===== src/rtl/casca_pwm_multi.sv =====
// casca_pwm_multi: multi-channel PWM shell with switch-gated LEDs and all-off detection.
// Every switch input is synchronised, and all switch-dependent logic uses the synchronised copy.
// Optional feature: define CASCA_FADE_EN to move each level one step per FADE_PERIODS periods.
// Without CASCA_FADE_EN, each level jumps straight to its target at the next period boundary.
module casca_pwm_multi #(
  parameter int N_CH         = 3,
  parameter int N_LED        = 4,
  parameter int PWM_BITS     = 8,
  parameter int FADE_PERIODS = 4
) (
  input  logic                                   clk_50MHz,
  input  logic                                   rst_casca,
  input  logic [N_CH-1:0]                        sw_ch,
  input  logic [N_LED-1:0]                       sw_led,
  input  logic                                   sw_aux,
  input  logic                                   wr_en,
  input  logic [((N_CH > 1) ? $clog2(N_CH) : 1)-1:0] wr_ch,
  input  logic [PWM_BITS-1:0]                    wr_duty,
  output logic [N_CH-1:0]                        pwm_casca,
  output logic [N_LED-1:0]                       led,
  output logic                                   all_off,
  output logic                                   busy
);

  localparam int CHW = (N_CH > 1) ? $clog2(N_CH) : 1;
  // The counter runs 0 .. 2^PWM_BITS-2, so full scale (all ones) is never reached and gives constant high.
  localparam logic [PWM_BITS-1:0] CNT_LAST = {{(PWM_BITS-1){1'b1}}, 1'b0};

  typedef enum logic [1:0] {ST_OFF, ST_UP, ST_DOWN, ST_HOLD} ch_state_t;

  logic [N_CH-1:0]     r_ch_s1, r_ch_s2;
  logic [N_LED-1:0]    r_led_s1, r_led_s2;
  logic                r_aux_s1, r_aux_s2;
  logic [PWM_BITS-1:0] r_cnt;
  logic [PWM_BITS-1:0] r_level  [N_CH];
  logic [PWM_BITS-1:0] r_target [N_CH];
  logic [N_CH-1:0]     r_pwm;
  logic [N_LED-1:0]    r_led;
  logic                r_all_off;
  logic                r_busy;

  logic [PWM_BITS-1:0] w_eff       [N_CH];
  logic [PWM_BITS-1:0] w_level_nxt [N_CH];
  ch_state_t           w_state     [N_CH];
  logic                w_bnd;
  logic                w_step;
  logic                w_any_sw;
  logic                w_busy_nxt;

  // One unit toward the effective target; the comparisons keep it from overshooting or wrapping.
  function automatic logic [PWM_BITS-1:0] f_step_toward(input logic [PWM_BITS-1:0] lvl,
                                                        input logic [PWM_BITS-1:0] eff);
    if (lvl < eff)      f_step_toward = lvl + 1'b1;
    else if (lvl > eff) f_step_toward = lvl - 1'b1;
    else                f_step_toward = lvl;
  endfunction

  assign w_bnd    = (r_cnt == CNT_LAST);
  assign w_any_sw = (|r_ch_s2) | (|r_led_s2) | r_aux_s2;

`ifdef CASCA_FADE_EN
  localparam int PW = (FADE_PERIODS > 1) ? $clog2(FADE_PERIODS) : 1;
  logic [PW-1:0] r_pre;

  // Shared fade prescaler: counts period boundaries and is held clear while everything is off.
  always_ff @(posedge clk_50MHz) begin
    if (rst_casca || r_all_off) r_pre <= '0;
    else if (w_bnd)             r_pre <= (r_pre == PW'(FADE_PERIODS - 1)) ? '0 : r_pre + 1'b1;
  end

  assign w_step = w_bnd && (r_pre == PW'(FADE_PERIODS - 1));
`else
  assign w_step = w_bnd;
`endif

  // Per-channel effective target and state, re-derived every cycle from level and eff.
  always_comb begin
    w_busy_nxt = 1'b0;
    for (int i = 0; i < N_CH; i++) begin
      w_eff[i] = (r_ch_s2[i] && !r_all_off) ? r_target[i] : '0;
      if (r_level[i] < w_eff[i])      w_state[i] = ST_UP;
      else if (r_level[i] > w_eff[i]) w_state[i] = ST_DOWN;
      else if (r_level[i] == '0)      w_state[i] = ST_OFF;
      else                            w_state[i] = ST_HOLD;
      if (w_state[i] == ST_UP || w_state[i] == ST_DOWN) w_busy_nxt = 1'b1;
    end
  end

  // Next level: forced to zero while all-off, otherwise updated only on a step boundary.
  always_comb begin
    for (int i = 0; i < N_CH; i++) begin
      w_level_nxt[i] = r_level[i];
      if (r_all_off) begin
        w_level_nxt[i] = '0;
      end else if (w_step) begin
`ifdef CASCA_FADE_EN
        w_level_nxt[i] = f_step_toward(r_level[i], w_eff[i]);
`else
        w_level_nxt[i] = w_eff[i];
`endif
      end
    end
  end

  // Synchronisers, period counter, levels, targets and registered outputs.
  always_ff @(posedge clk_50MHz) begin
    if (rst_casca) begin
      r_ch_s1   <= '0;
      r_ch_s2   <= '0;
      r_led_s1  <= '0;
      r_led_s2  <= '0;
      r_aux_s1  <= 1'b0;
      r_aux_s2  <= 1'b0;
      r_cnt     <= '0;
      r_pwm     <= '0;
      r_led     <= '0;
      r_all_off <= 1'b1;
      r_busy    <= 1'b0;
      for (int i = 0; i < N_CH; i++) begin
        r_level[i]  <= '0;
        r_target[i] <= '0;
      end
    end else begin
      r_ch_s1   <= sw_ch;
      r_ch_s2   <= r_ch_s1;
      r_led_s1  <= sw_led;
      r_led_s2  <= r_led_s1;
      r_aux_s1  <= sw_aux;
      r_aux_s2  <= r_aux_s1;
      r_cnt     <= w_bnd ? '0 : r_cnt + 1'b1;
      r_all_off <= !w_any_sw;
      r_busy    <= w_busy_nxt;
      r_led     <= r_led_s2 & {N_LED{!r_all_off}};
      for (int i = 0; i < N_CH; i++) begin
        r_level[i] <= w_level_nxt[i];
        r_pwm[i]   <= !r_all_off && (r_level[i] > r_cnt);
        // Indices at or above N_CH never match, so such writes fall away.
        if (wr_en && (wr_ch == CHW'(i))) r_target[i] <= wr_duty;
      end
    end
  end

  assign pwm_casca = r_pwm;
  assign led       = r_led;
  assign all_off   = r_all_off;
  assign busy      = r_busy;

endmodule


===== config.mk =====
export PLATFORM = sky130hd
export DESIGN_NAME = casca_pwm_multi
export DESIGN_NICKNAME = d
export VERILOG_FILES = /design/src/rtl/casca_pwm_multi.sv
export SDC_FILE = /design/constraint.sdc
export NUM_CORES = 1
export LEC_CHECK = 0
export CORE_UTILIZATION = 40
export DETAILED_ROUTE_END_ITERATION = 10
export SLEW_MARGIN = 20
export SYNTH_ARGS = -nofsm -noshare
export SYNTH_HDL_FRONTEND = slang
export SYNTH_SLANG_ARGS = --single-unit
export TNS_END_PERCENT = 5

===== constraint.sdc =====
create_clock -name clk_50MHz -period 2.3 [get_ports clk_50MHz]
set_clock_uncertainty 0.05 [all_clocks]
set_input_delay 0.575 -clock clk_50MHz [delete_from_list [all_inputs] [get_ports clk_50MHz]]
set_output_delay 0.575 -clock clk_50MHz [all_outputs]
set_load 0.05 [all_outputs]

==> reports/results.txt <==
hold endpoint - r_ch_s2[2]
Post-Layout Cell Count - 549
Reg2Reg Launch Point - all_off
CP arrival - 1.51 ns
# placed instances - 533
root cell of the clock tree - clkbuf_8
grt total ovfl - 0
number of global-route vias before repair - 2655
Clk Latency, worst-skew pair - 0.35 ns
CP max FO - 1
Simple-Gate Fraction of Synth Area - 0.202
multiplexer share of the synthesized area - 0
Avg Inst Size Synth - 10.3 sq um
worst reg-to-reg setup slack - 0.18 ns
antenna-violating nets left - 0
sequential share of the synthesized area - 0.481
Die W - 100 um
Crit-path slowest cell - clkdlybuf4s50_1
cts bufs inserted - 9
Final min period - 2.14 ns
R2R depth - 7
synthesis-to-finish area growth - 18.4%
RePlAce Congestion - 0.923
CTS HTree Levels - 3
DR pass1 iterations - 4
Initial Util - 0.417
max-capacitance violation count - 0
Hold Startpoint - r_ch_s1[2]
Final setup viols - 0
Vias - 2705
Starting DRT DRC Count - 149
Post-Synth XOR/XNOR Area - 0.0136
Seq cells post-synth - 81
Final Max Slew Viols - 0
total routed wirelength - 8200 um
hpwl dp - 6360 um
worst hold stages - 1
WP data required - 1.67 ns
Cells after Synth - 377
Peak VDD IR - 0.000291 V
post-synthesis compound-gate area fraction - 0.106
PortBufs - 29
post-DR vias/cell - 4.93
largest net degree at the start of global routing - 26
Synthesized Nets - 448
die area - 10100 sq um
Max Freq - 468 MHz
startpoint types - flop
final setup margin - 0.164 ns
Top delay family on crit path - buffers and inverters
gr usage total - 0.180
Placement Setup Slack - -0.241 ns
Die Y-Extent - 100 um
outcome - complete, no violations
max incr delay on CP - 0.81 ns
clk slew on worst S/H paths - 0.09 ns
Hold Slack - 0.390 ns
Max-slew headroom - 0.505
io pins - 30
TritonCTS clock tree - yes
layout cell share with drive strength beyond 1 - 0.138
Layout Nets - 486
Synth Area in Adders - 0.162
TritonCTS sink count - 81
worst path cell trace - clkdlybuf4s50_1
global-route wire length before repair - 13600 um
Tcrit/Tclk final - 0.929
PD cells - 645 nW/um^2
Ant. Diodes - 0
CTS Hold Bufs - 0
P_leak - 1.75 nW
Critical Path End Type - output pin
endpoints failing hold - 0
critical path class - reg2out
worst slew pin tran - 0.738 ns
Rows - 35
buffer and inverter count on the worst path - 1
reg2reg end - busy
total negative setup slack - 0 ns
Yosys Warn Count - 0
drt wl/cell - 14.9 um
Syn Std Cell Area - 3870 sq um
main combinational cell family by area after synthesis - simple AND/OR/NAND/NOR gates
initial antenna violation count - 0
DR DRC count - 0
Core Region - 9280 sq um
post-synthesis cell type count - 35
CTS Buffer Depth - 2
RSZ-0062 raised after global routing - no
min-delay worst type - reg2reg
==> metrics by stage <==
step           area, sq um   util  total power [mW]
2_1_floorplan         3880      -              1.73
3_3_place_gp          4340  0.467              1.84
3_5_place_dp          4340  0.467              1.84
4_1_cts               4550  0.491              2.99
5_1_grt               4580  0.493              3.08
6_report              4580  0.493              2.95
==> per-layer routing <==
layer,share of wire,vias up,GRT usage
met4,0.0066,0,0.0702
met1,0.49,1250,0.249
met3,0.030,7,0.0286
met5,0,-,0
met2,0.47,42,0.282
li1,-,1406,-
==> cells in the mapped netlist <==
library cell,n,area (sq um)
nand2_1,41,154
buf_6,3,33.8
o21ai_0,6,30.0
a31o_2,1,8.76
buf_2,3,15.0
xnor2_1,6,52.6
inv_1,17,63.8
nor2_4,1,11.3
o2111ai_1,1,8.76
nor4_1,3,18.8
a22oi_1,2,15.0
and2_1,15,93.8
nor3_1,2,10.0
a21oi_2,10,87.6
nor2_1,10,37.5
a31oi_1,1,6.26
or2_2,1,6.26
clkbuf_1,7,26.3
a221oi_1,2,17.5
and3_1,1,6.26
a211oi_1,1,7.51
or2_1,1,6.26
o21bai_1,3,22.5
nor2b_1,22,138
nand3_1,25,125
or4_1,3,22.5
edfxtp_1,24,721
dfxtp_1,57,1140
a21o_1,6,45.0
o31ai_1,2,15.0
ha_1,50,626
a21oi_1,20,100
nand4_1,12,75.1
nand2_2,12,75.1
o21a_1,6,45.0
==> area by class of cell <==
class | count | area [sq um]
clock buffers | 10 | 149
inverters | 17 | 63.8
well taps | 129 | 161
fillers | 874 | 4700
flip-flops and latches | 81 | 1860
multi-input cells | 266 | 1890
repair buffers | 40 | 379
clock inverters | 6 | 70.1
==> worst max path at each step <==
stage | from | to | slack (ns) | cells after the start
5_1_grt | all_off | busy | 0.008 | 7
6_report | busy | busy | 0.16 | 1
3_3_place_gp | wr_en | r_target[0][7] | -0.16 | 3
4_1_cts | all_off | busy | 0.01 | 7
3_5_place_dp | wr_en | r_target[0][7] | -0.24 | 3
2_1_floorplan | all_off | busy | 0.08 | 8
==> sequential cells by signal, indices dropped and copies added, names as in the netlist <==
signal / cells
r_aux_s1: 1
all_off: 1
r_ch_s2: 3
led: 4
r_level: 24
r_cnt: 8
busy: 1
r_target: 24
r_led_s1: 4
r_led_s2: 4
r_aux_s2: 1
pwm_casca: 3
r_ch_s1: 3
==> where the power goes <==
| group | total (mW) | internal (mW) | switching, mW |
|---|---|---|---|
| sequential | 1.58 | 1.53 | 0.0410 |
| combinational | 0.237 | 0.112 | 0.125 |
| clock | 1.14 | 0.580 | 0.560 |
| total | 2.95 | 2.23 | 0.726 |
==> layout by cell type (no fill, tap or decap), types with 3 or more instances in the layout <==
| master | count |
|---|---|
| dfxtp_1 | 56 |
| ha_1 | 50 |
| nand2_1 | 41 |
| clkdlybuf4s50_1 | 28 |
| nand3_1 | 25 |
| edfxtp_1 | 24 |
| a21oi_1 | 20 |
| nor2b_1 | 19 |
| inv_1 | 17 |
| and2_1 | 15 |
| nand2_2 | 12 |
| nand4_1 | 12 |
| nor2_1 | 10 |
| a21oi_2 | 10 |
| buf_4 | 10 |
| clkbuf_8 | 9 |
| a21o_1 | 6 |
| o21a_1 | 6 |
| o21ai_0 | 6 |
| xnor2_1 | 6 |
| o21bai_1 | 3 |
| or4_1 | 3 |
| nor4_1 | 3 |
==> logic make-up after synthesis <==
group                    count (synthesis)
AO/OA/AOI/OAI                           61
flip-flops                              81
AND/OR/NAND/NOR                        149
XOR/XNOR                                 6
buffers and inverters                   30
adder cells (fa/ha/maj)                 50
==> repair_timing <==
item / in CTS / in global routing
setup endpoints to repair: 0 / 1
endpoints found under the hold margin: 0 / 0
gates resized for setup: 0 / 5
setup buffers: 0 / 0
No activity file was read; power rests on OpenSTA's default activity.
